[config.mk]
export PLATFORM = sky130hd
export DESIGN_NAME = vga_timing_flat
export DESIGN_NICKNAME = d
export VERILOG_FILES = /design/src/rtl/vga_pkg.sv /design/src/rtl/vga_timing_if.sv /design/src/rtl/vga_timing_wrap_counter.sv /design/src/rtl/vga_timing.sv /design/src/flat_wrapper.sv
export SDC_FILE = /design/constraint.sdc
export NUM_CORES = 1
export LEC_CHECK = 0
export BUFFER_PORTS_ARGS = -buffer_cell sky130_fd_sc_hd__buf_2
export CAP_MARGIN = 20
export CORE_MARGIN = 5
export CORE_UTILIZATION = 52
export DETAILED_ROUTE_END_ITERATION = 6
export MAX_ROUTING_LAYER = met4
export PLACE_DENSITY = 0.79
export SLEW_MARGIN = 30
export SYNTH_ARGS = -nofsm -noshare
export SYNTH_HDL_FRONTEND = slang
export SYNTH_SLANG_ARGS = --single-unit
[constraint.sdc]
create_clock -name clk -period 4.5 [get_ports clk]
set_clock_uncertainty 0.15 [all_clocks]
set_input_delay 0.225 -clock clk [delete_from_list [all_inputs] [get_ports clk]]
set_output_delay 0.225 -clock clk [all_outputs]
set_load 0.03 [all_outputs]
[src/rtl/vga_pkg.sv]
// Default 800x600@60 raster constants and a window-compare helper.
package vga_pkg;

  localparam int CNT_W = 11;

  localparam int H_VISIBLE = 800;
  localparam int H_FP = 40;
  localparam int H_SYNC = 128;
  localparam int H_BP = 88;

  localparam int V_VISIBLE = 600;
  localparam int V_FP = 1;
  localparam int V_SYNC = 4;
  localparam int V_BP = 23;

  localparam int H_TOTAL =
    H_VISIBLE + H_FP + H_SYNC + H_BP;
  localparam int V_TOTAL =
    V_VISIBLE + V_FP + V_SYNC + V_BP;

  function automatic logic in_win(
    input logic [31:0] x,
    input logic [31:0] lo,
    input logic [31:0] hi
  );
    return (x >= lo) && (x <= hi);
  endfunction

endpackage

[src/rtl/vga_timing_if.sv]
// Raster timing bundle; frame_cnt exists only with VGA_FRAME_CNT_EN.
interface vga_timing_if #(
  parameter int CNT_W = vga_pkg::CNT_W
);

  logic [CNT_W-1:0] hcount;
  logic [CNT_W-1:0] vcount;
  logic hsync;
  logic vsync;
  logic hblnk;
  logic vblnk;
`ifdef VGA_FRAME_CNT_EN
  logic [15:0] frame_cnt;

  modport master (
    output hcount, vcount,
    output hsync, vsync,
    output hblnk, vblnk,
    output frame_cnt
  );

  modport slave (
    input hcount, vcount,
    input hsync, vsync,
    input hblnk, vblnk,
    input frame_cnt
  );
`else
  modport master (
    output hcount, vcount,
    output hsync, vsync,
    output hblnk, vblnk
  );

  modport slave (
    input hcount, vcount,
    input hsync, vsync,
    input hblnk, vblnk
  );
`endif

endinterface

[src/rtl/vga_timing_wrap_counter.sv]
// Modulo counter with enable; wrap_o pulses on the enabled terminal count.
module wrap_counter #(
  parameter int W = 11,
  parameter int MOD = 1056
) (
  input  logic         clk,
  input  logic         rst,
  input  logic         en_i,
  output logic [W-1:0] cnt_o,
  output logic [W-1:0] cnt_d_o,
  output logic         wrap_o
);

  localparam logic [W-1:0] LAST = W'(MOD - 1);

  logic [W-1:0] cnt_q;
  logic [W-1:0] cnt_d;

  assign wrap_o = en_i && (cnt_q == LAST);

  always_comb begin
    cnt_d = cnt_q;
    if (wrap_o) begin
      cnt_d = '0;
    end else if (en_i) begin
      cnt_d = cnt_q + 1'b1;
    end
  end

  always_ff @(posedge clk or posedge rst) begin
    if (rst) begin
      cnt_q <= '0;
    end else begin
      cnt_q <= cnt_d;
    end
  end

  assign cnt_o = cnt_q;
  assign cnt_d_o = cnt_d;

endmodule

[src/rtl/vga_timing.sv]
// VGA raster timing generator; define VGA_FRAME_CNT_EN to add frame_cnt.
module vga_timing #(
  parameter int CNT_W = vga_pkg::CNT_W,
  parameter int H_VISIBLE = vga_pkg::H_VISIBLE,
  parameter int H_FP = vga_pkg::H_FP,
  parameter int H_SYNC = vga_pkg::H_SYNC,
  parameter int H_BP = vga_pkg::H_BP,
  parameter int V_VISIBLE = vga_pkg::V_VISIBLE,
  parameter int V_FP = vga_pkg::V_FP,
  parameter int V_SYNC = vga_pkg::V_SYNC,
  parameter int V_BP = vga_pkg::V_BP
) (
  input logic          clk,
  input logic          rst,
  vga_timing_if.master vga
);
  import vga_pkg::*;

  localparam int H_TOTAL =
    H_VISIBLE + H_FP + H_SYNC + H_BP;
  localparam int V_TOTAL =
    V_VISIBLE + V_FP + V_SYNC + V_BP;

  localparam int HS_LO = H_VISIBLE + H_FP;
  localparam int HS_HI = HS_LO + H_SYNC - 1;
  localparam int VS_LO = V_VISIBLE + V_FP;
  localparam int VS_HI = VS_LO + V_SYNC - 1;

  if (H_TOTAL > (2 ** CNT_W)) begin : g_h_chk
    $error("H_TOTAL-1 does not fit in CNT_W");
  end
  if (V_TOTAL > (2 ** CNT_W)) begin : g_v_chk
    $error("V_TOTAL-1 does not fit in CNT_W");
  end

  logic [CNT_W-1:0] h_cnt;
  logic [CNT_W-1:0] h_d;
  logic [CNT_W-1:0] v_cnt;
  logic [CNT_W-1:0] v_d;
  logic h_wrap;
`ifdef VGA_FRAME_CNT_EN
  logic v_wrap;
`else
  logic v_wrap_unused;
`endif

  wrap_counter #(
    .W   (CNT_W),
    .MOD (H_TOTAL)
  ) u_hcnt (
    .clk     (clk),
    .rst     (rst),
    .en_i    (1'b1),
    .cnt_o   (h_cnt),
    .cnt_d_o (h_d),
    .wrap_o  (h_wrap)
  );

  wrap_counter #(
    .W   (CNT_W),
    .MOD (V_TOTAL)
  ) u_vcnt (
    .clk     (clk),
    .rst     (rst),
    .en_i    (h_wrap),
    .cnt_o   (v_cnt),
    .cnt_d_o (v_d),
`ifdef VGA_FRAME_CNT_EN
    .wrap_o  (v_wrap)
`else
    .wrap_o  (v_wrap_unused)
`endif
  );

  // Flags decode next counts so they line up with the registered counts.
  logic hsync_q, hsync_d;
  logic vsync_q, vsync_d;
  logic hblnk_q, hblnk_d;
  logic vblnk_q, vblnk_d;

  always_comb begin
    hblnk_d = 32'(h_d) >= 32'(H_VISIBLE);
    vblnk_d = 32'(v_d) >= 32'(V_VISIBLE);
    hsync_d = in_win(32'(h_d), HS_LO, HS_HI);
    vsync_d = in_win(32'(v_d), VS_LO, VS_HI);
  end

  always_ff @(posedge clk or posedge rst) begin
    if (rst) begin
      hsync_q <= 1'b0;
      vsync_q <= 1'b0;
      hblnk_q <= 1'b0;
      vblnk_q <= 1'b0;
    end else begin
      hsync_q <= hsync_d;
      vsync_q <= vsync_d;
      hblnk_q <= hblnk_d;
      vblnk_q <= vblnk_d;
    end
  end

  assign vga.hcount = h_cnt;
  assign vga.vcount = v_cnt;
  assign vga.hsync = hsync_q;
  assign vga.vsync = vsync_q;
  assign vga.hblnk = hblnk_q;
  assign vga.vblnk = vblnk_q;

`ifdef VGA_FRAME_CNT_EN
  logic [15:0] frame_q;
  logic [15:0] frame_d;

  assign frame_d = v_wrap ? frame_q + 16'd1 : frame_q;

  always_ff @(posedge clk or posedge rst) begin
    if (rst) begin
      frame_q <= '0;
    end else begin
      frame_q <= frame_d;
    end
  end

  assign vga.frame_cnt = frame_q;
`endif

endmodule

[src/flat_wrapper.sv]
// flat-port wrapper written by rule: the top's interface ports become plain ports
module vga_timing_flat import vga_pkg::*;
#(
  parameter int CNT_W = vga_pkg::CNT_W,
  parameter int H_VISIBLE = vga_pkg::H_VISIBLE,
  parameter int H_FP = vga_pkg::H_FP,
  parameter int H_SYNC = vga_pkg::H_SYNC,
  parameter int H_BP = vga_pkg::H_BP,
  parameter int V_VISIBLE = vga_pkg::V_VISIBLE,
  parameter int V_FP = vga_pkg::V_FP,
  parameter int V_SYNC = vga_pkg::V_SYNC,
  parameter int V_BP = vga_pkg::V_BP
)
  (clk, rst, vga_hcount, vga_vcount, vga_hsync, vga_vsync, vga_hblnk, vga_vblnk);
  vga_timing_if #(.CNT_W(CNT_W)) vga_i ();
  input logic clk;
  input logic rst;
  output wire logic [$bits(vga_i.hcount)-1:0] vga_hcount;
  output wire logic [$bits(vga_i.vcount)-1:0] vga_vcount;
  output wire logic [$bits(vga_i.hsync)-1:0] vga_hsync;
  output wire logic [$bits(vga_i.vsync)-1:0] vga_vsync;
  output wire logic [$bits(vga_i.hblnk)-1:0] vga_hblnk;
  output wire logic [$bits(vga_i.vblnk)-1:0] vga_vblnk;
  assign vga_hcount = vga_i.hcount;
  assign vga_vcount = vga_i.vcount;
  assign vga_hsync = vga_i.hsync;
  assign vga_vsync = vga_i.vsync;
  assign vga_hblnk = vga_i.hblnk;
  assign vga_vblnk = vga_i.vblnk;
  vga_timing #(.CNT_W(CNT_W), .H_VISIBLE(H_VISIBLE), .H_FP(H_FP), .H_SYNC(H_SYNC), .H_BP(H_BP), .V_VISIBLE(V_VISIBLE), .V_FP(V_FP), .V_SYNC(V_SYNC), .V_BP(V_BP)) u_core (.clk(clk), .rst(rst), .vga(vga_i));
endmodule
== Word-level counts from Yosys, hierarchy flattened ==
Cells that the tools add are included.

* Input bits: 2
* Flip-flop bits (word level): 26
* Word-level logic and storage cells: 22

* Magnitude comparators: 6
* $add $sub $neg: 2
* Equal/unequal tests: 2
* Muxes and demuxes: 3
* Reductions and logical operators: 3

{| class="wikitable"
|+ Operator list
! operator !! count
|-
| $ge A11 B10 Y1 const B || 4
|-
| $mux W11 || 3
|-
| $add A11 B1 Y11 const B || 2
|-
| $le A11 B10 Y1 const B || 2
|-
| $eq A11 B10 Y1 const B || 1
|-
| $eq A11 B11 Y1 const B || 1
|-
| $logic_and A1 B1 Y1 || 3
|}

== Longest topological paths before layout ==
* Word-level depth: 5
* Depth in mapped cells: 9
* Mapped depth without buffers: 7

== Hierarchy ==
From an unflattened synthesis, not the netlist that was laid out.

* Cell total of the unflattened synthesis: 125
* Area, all modules: 1300.0 um2

{| class="wikitable"
|+ By module, submodules not included
! module !! area each (um2) !! instances !! cells each
|-
| wrap_counter (u_core.u_hcnt) || 543.0 || 1 || 51
|-
| wrap_counter (u_core.u_vcnt) || 543.0 || 1 || 52
|-
| vga_timing || 214.0 || 1 || 22
|}

== Worst setup path after synthesis ==
Ideal clock, no wire load.

* Path kind: register -> register
* Start: register u_core.u_hcnt.cnt_q[0], in the netlist u_core.u_hcnt.cnt_o[0]
* End: register u_core.hsync_q, in the netlist u_core.vga.hsync
* Path slack: 2.029 ns
* Library setup time: 0.082 ns
* Arrival time: 2.239 ns
* Stages on the path, launching flop included: 8
* Period minus slack after synthesis: 2.471 ns
* Path through: dfrtp_1 ha_1 and4_1 and4_1 nand3_1 xor2_1 or3b_2 a31oi_1

* Cells in the longest elaborated chain, start to end: 4
* Elaborated cells between the ends (all ways): 6

{| class="wikitable"
|+ Ends and longest elaborated chain
! what !! line !! source
|-
| from (decl) || vga_timing_wrap_counter.sv:16 || <nowiki>logic [W-1:0] cnt_q;</nowiki>
|-
| from (signal assigned) || vga_timing_wrap_counter.sv:34 || <nowiki>cnt_q <= cnt_d;</nowiki>
|-
| $add A11 B1 Y11 or $eq A11 B11 Y1 (tied branches) || vga_timing_wrap_counter.sv:26, vga_timing_wrap_counter.sv:19 ||
|-
| $mux W11 * || vga_timing_wrap_counter.sv:23 || <nowiki>if (wrap_o) begin</nowiki>
|-
| $ge A11 B10 Y1 or $le A11 B10 Y1 (tied branches) || vga_pkg.sv:26 || <nowiki>return (x >= lo) && (x <= hi);</nowiki>
|-
| $logic_and A1 B1 Y1 * || vga_pkg.sv:26 ||
|-
| via u_core.hsync_d || vga_timing.sv:76 || <nowiki>logic hsync_q, hsync_d;</nowiki>
|-
| to (signal assigned) || vga_timing.sv:95 || <nowiki>hsync_q <= hsync_d;</nowiki>
|-
| to (decl) || vga_timing.sv:76 ||
|}

The timed path passes the listed nets; every way through them passes the cells marked *.

== Final worst setup path ==
* Start: register u_core.u_hcnt.cnt_q[0], in the netlist u_core.u_hcnt.cnt_o[0]
* End: register u_core.vsync_q, in the netlist u_core.vga.vsync

* Cells in the longest elaborated chain, start to end: 5
* Elaborated cells between the ends (all ways): 7

{| class="wikitable"
|+ Ends and longest elaborated chain
! what !! line !! source
|-
| $eq A11 B11 Y1 * || vga_timing_wrap_counter.sv:19 || <nowiki>assign wrap_o = en_i && (cnt_q == LAST);</nowiki>
|-
| $mux W11 or $logic_and A1 B1 Y1 (tied branches) || vga_timing_wrap_counter.sv:25, vga_timing_wrap_counter.sv:19 ||
|-
| $mux W11 * || vga_timing_wrap_counter.sv:23 ||
|-
| $ge A11 B10 Y1 or $le A11 B10 Y1 (tied branches) || vga_pkg.sv:26 ||
|-
| $logic_and A1 B1 Y1 * || vga_pkg.sv:26 ||
|-
| via u_core.vsync_d || vga_timing.sv:77 || <nowiki>logic vsync_q, vsync_d;</nowiki>
|-
| to (signal assigned) || vga_timing.sv:96 || <nowiki>vsync_q <= vsync_d;</nowiki>
|-
| to (decl) || vga_timing.sv:77 ||
|}

Marks and branches as above.

==> out/metrics.sh <==
FILLER_CELL_COUNT=236
FINALWEIGHTEDCONGESTION=0.829
DRT_ITER0_MARKERS=33
SYN_NETS=155
FINAL_PERIOD_MINUS_WORST_SETUP_SLACK_NS=2.86
RSZ0062_AT_GRT='no'
DRTANTENNAVIOLNETS=0
FLOORPLAN.DIE.WIDTH_UM=64.4
CTS_ROOT_BUF='sky130_fd_sc_hd__clkbuf_4'
SYNTH-SIMPLE-AREA-SHARE_PCT=26.4
FIN_CRIT_SH_PCT=63.5
MIN-DELAY-PATH-CLASS='input port to asynchronous set/reset pin'
VIAS=1207
SYNTH_COMPOUND_GATE_AREA_SHARE_PCT=14.8
REPORT.FINAL.HOLD_VIOL_COUNT=0
LEAKAGEPOWER_nW=0.828
FINAL.SETUP.TNS_NS=0
MOST-COMMON-LAYOUT-CELLS='27 x sky130_fd_sc_hd__buf_2, 26 x sky130_fd_sc_hd__dfrtp_1, 11 x sky130_fd_sc_hd__nand2_1, 10 x sky130_fd_sc_hd__nor2_1, 10 x sky130_fd_sc_hd__nand3_1'
N_ANTENNA_CELL=0
WORSTSETUPENDPOINTTYPE='flop'
INITIAL_CORE_UTILIZATION_PCT=54.8
CRITPATHMAXSTAGEDELAY_NS=0.58
REGTOREGSETUPSLACK_NS=1.64
CRITICAL_PATH_PEAK_FANOUT=15
CTSHTREEMAXLEVEL=1
POWER.DENSITY_CELL_AREA_nW_PER_UM2=233
FIRSTDRTPASSITERS=4
SYNTH-SEQ-CELLS=26
POST_SYNTH.CELL_AREA_AVG_UM2=10.3
ROUTED_VIA_COUNT_DIVIDED_BY_CELL_COUNT=5.80
CP_NUM_BUF_INV=0
ASYNCSETRESETFLOPFRACSYNTH_PCT=100
LAYOUT_COMMONEST_CELL='sky130_fd_sc_hd__buf_2'
CTS_MADE_BUFFERS=3
PIN_COUNT=28
CP_TOP_FAMILY='simple AND/OR/NAND/NOR gates'
SYN_INST=150
WORST-ENDPOINT-ARRIVAL_NS=2.94
POST_SYNTH_NUM_CELL_TYPES=47
TRITONCTS='done'
CRITICAL_PATH.CELL_CHAIN='ha_1, and4_1, and3_1, nand2_1, xnor2_1, or3_1, a2111oi_2'
FINAL_NETS=183
WORST-R2R-CELL-COUNT=7
DRC_ERRORS=0
WORSTSETUPPATHTYPE='flop to flop'
GLOBALROUTE.TOTALOVERFLOW=0
TIMING.FINAL.MAX_SLEW_VIOLATIONS=0
SYNTH-WARNING-COUNT=0
VDD.IR_DROP.WORST_mV=0.107
SYN_AREA_UM2=1540
ROUTEDWLPERCELL_UM=15.3
FLOORPLAN.DIE.HEIGHT_UM=64.4
SYNTH_TOP_FAMILY_BY_AREA='simple AND/OR/NAND/NOR gates'
GRT_START_MAX_NET_PINS=27
SYNTH-EDFF-COUNT=0
YOSYSSEQAREASHARE_PCT=42.3
GRT_PASS1_WL_UM=5600
CRITPATHLAUNCHTYPE='flop'
SEQUENTIAL_CELL_AREA_UM2=651
DRV_CAP=0
LAYOUT.CORE_UTILIZATION_PCT=61.6
CRITICAL_PATH.REG2REG.ENDPOINT='u_core.vga.vsync$_DFF_PP0_'
NUMPORTBUFFERS=27
CLOCK.FMAX_MHz=350
TIGHTEST_SLEW_NS=0.608
YS.FLOP_TYPE='sky130_fd_sc_hd__dfrtp_1'
SYNTHTOLAYOUTAREAGROWTH_PCT=12.4
SYNTHXORXNORAREAFRAC_PCT=7.40
FLOORPLAN.DIE_AREA_UM2=4140
CTS_SETUP_BUFFERS=0
CTS_SINKS=26
RUN_STATUS='completed'
WL_UM=3170
ANTENNA_FOUND_INITIAL=0
TRACK_USAGE_PCT=17.2
GRT_PASS1_VIAS=1201
SYNTH.MUX.AREA_FRACTION_PCT=1.38
MULTI_INPUT_AREA_UM2=807
CP.REQUIRED_NS=4.58
STD_CELL_ROWS=19
TIMING.FINAL.SETUP_VIOLATIONS=0
REG2REG_FROM='u_core.u_hcnt.cnt_o[0]$_DFF_PP0_'
DETAILEDPLACEMENTHPWL_UM=2400
MAX_STAGE_DELAY_CELL_WORST_PATH='sky130_fd_sc_hd__and3_1'
CTS_MAX_PATH_BUFS=2
PATH_CLK_SLEW_NS=0.15
CORE_UM2=2810
MAX_SLEW_MARGIN_PCT=59.4
POST_ROUTE_CELLS_DRIVE_ABOVE_1_SHARE_PCT=28.2
WORSTSKEWPAIRLATENCY_NS=0.33
SYNTH-ADDER-AREA-SHARE_PCT=2.44
[cells in the mapped netlist, types with 2 or more instances]
library cell / instances / share of area [%]
sky130_fd_sc_hd__a31oi_1: 2 / 0.81
sky130_fd_sc_hd__a21oi_1: 2 / 0.65
sky130_fd_sc_hd__xor2_1: 4 / 2.3
sky130_fd_sc_hd__and4_1: 2 / 1.1
sky130_fd_sc_hd__dfrtp_1: 26 / 42
sky130_fd_sc_hd__and3_2: 3 / 1.5
sky130_fd_sc_hd__inv_1: 9 / 2.2
sky130_fd_sc_hd__and2_1: 2 / 0.81
sky130_fd_sc_hd__o21ai_0: 5 / 1.6
sky130_fd_sc_hd__nand3_1: 10 / 3.3
sky130_fd_sc_hd__ha_1: 3 / 2.4
sky130_fd_sc_hd__o31ai_1: 4 / 2.0
sky130_fd_sc_hd__nor2b_1: 2 / 0.81
sky130_fd_sc_hd__nand2_1: 11 / 2.7
sky130_fd_sc_hd__nor3_1: 4 / 1.3
sky130_fd_sc_hd__buf_6: 3 / 2.2
sky130_fd_sc_hd__xnor2_1: 9 / 5.1
sky130_fd_sc_hd__and3_1: 3 / 1.2
sky130_fd_sc_hd__or2_2: 3 / 1.2
sky130_fd_sc_hd__or3_1: 3 / 1.2
sky130_fd_sc_hd__nand4_1: 4 / 1.6
sky130_fd_sc_hd__nor2_1: 10 / 2.4
sky130_fd_sc_hd__nand2b_1: 2 / 0.81
[timing repair]
action,in CTS,in global routing
hold buffers,1,0
endpoints found under the hold margin,15,0
gates resized for setup,0,0
[worst max path at each step]
stage                                      from                    endpoint  cells after the start
5_1_grt        u_core.u_hcnt.cnt_o[0]$_DFF_PP0_  u_core.vga.vsync$_DFF_PP0_                      7
6_report       u_core.u_hcnt.cnt_o[0]$_DFF_PP0_  u_core.vga.vsync$_DFF_PP0_                      7
3_5_place_dp   u_core.u_hcnt.cnt_o[0]$_DFF_PP0_  u_core.vga.vsync$_DFF_PP0_                      7
3_3_place_gp   u_core.u_hcnt.cnt_o[0]$_DFF_PP0_  u_core.vga.vsync$_DFF_PP0_                      7
2_1_floorplan  u_core.u_hcnt.cnt_o[0]$_DFF_PP0_  u_core.vga.hsync$_DFF_PP0_                      7
4_1_cts        u_core.u_hcnt.cnt_o[0]$_DFF_PP0_  u_core.vga.vsync$_DFF_PP0_                      7
[registers in the layout (all words and copies together) (netlist names)]
name / count
u_core.vga.vsync: 1
u_core.u_hcnt.cnt_o: 11
u_core.u_vcnt.cnt_o: 11
u_core.vga.hblnk: 1
u_core.vga.hsync: 1
u_core.vga.vblnk: 1
[stage by stage]
stage	worst slack [ns]	total power, mW	instances	instance area, um^2	hold slack, ns
floorplan	2.03	0.242	150	1540	0.115
global placement	1.83	0.243	203	1670	0.339
detailed placement	1.71	0.243	203	1670	0.359
CTS	1.64	0.404	208	1730	0.418
global route	1.48	0.417	208	1730	0.341
finish	1.64	0.402	208	1730	0.311
[cells by family after synthesis]
group	count (synthesis)
AO/OA/AOI/OAI	25
XOR/XNOR	13
adder cells (fa/ha/maj)	3
buffers and inverters	14
flip-flops	26
multiplexers	2
AND/OR/NAND/NOR	67
[where the power goes]
group / internal (mW) / total [mW] / switching [mW] / leakage (nW)
sequential: 0.234 / 0.234 / 0 / 0.349
combinational: 0.000961 / 0.00556 / 0.00460 / 0.451
clock: 0.0901 / 0.163 / 0.0724 / 0.0279
[tightest hold or removal path, cell delays in order]
cell and delay, ns:
sky130_fd_sc_hd__dlygate4sd3_1 0.53, sky130_fd_sc_hd__buf_2 0.12, sky130_fd_sc_hd__inv_2 0.40
[routing by layer]
metal  GRT usage [%]  part of all wire, %
met2            27.1                   49
met1            22.6                   46
met4            5.80                 0.60
met3            2.80                  4.6
met5               -                    0
[layout make-up]
| type | count | share of cell area [%] |
|---|---|---|
| flip-flops and latches | 26 | 37.7 |
| repair buffers | 28 | 8.40 |
| well taps | 31 | 2.24 |
| inverters | 9 | 1.96 |
| multi-input cells | 110 | 46.7 |
| clock inverters | 1 | 1.74 |
| clock buffers | 3 | 1.30 |
(Power assumes the default switching activity.)
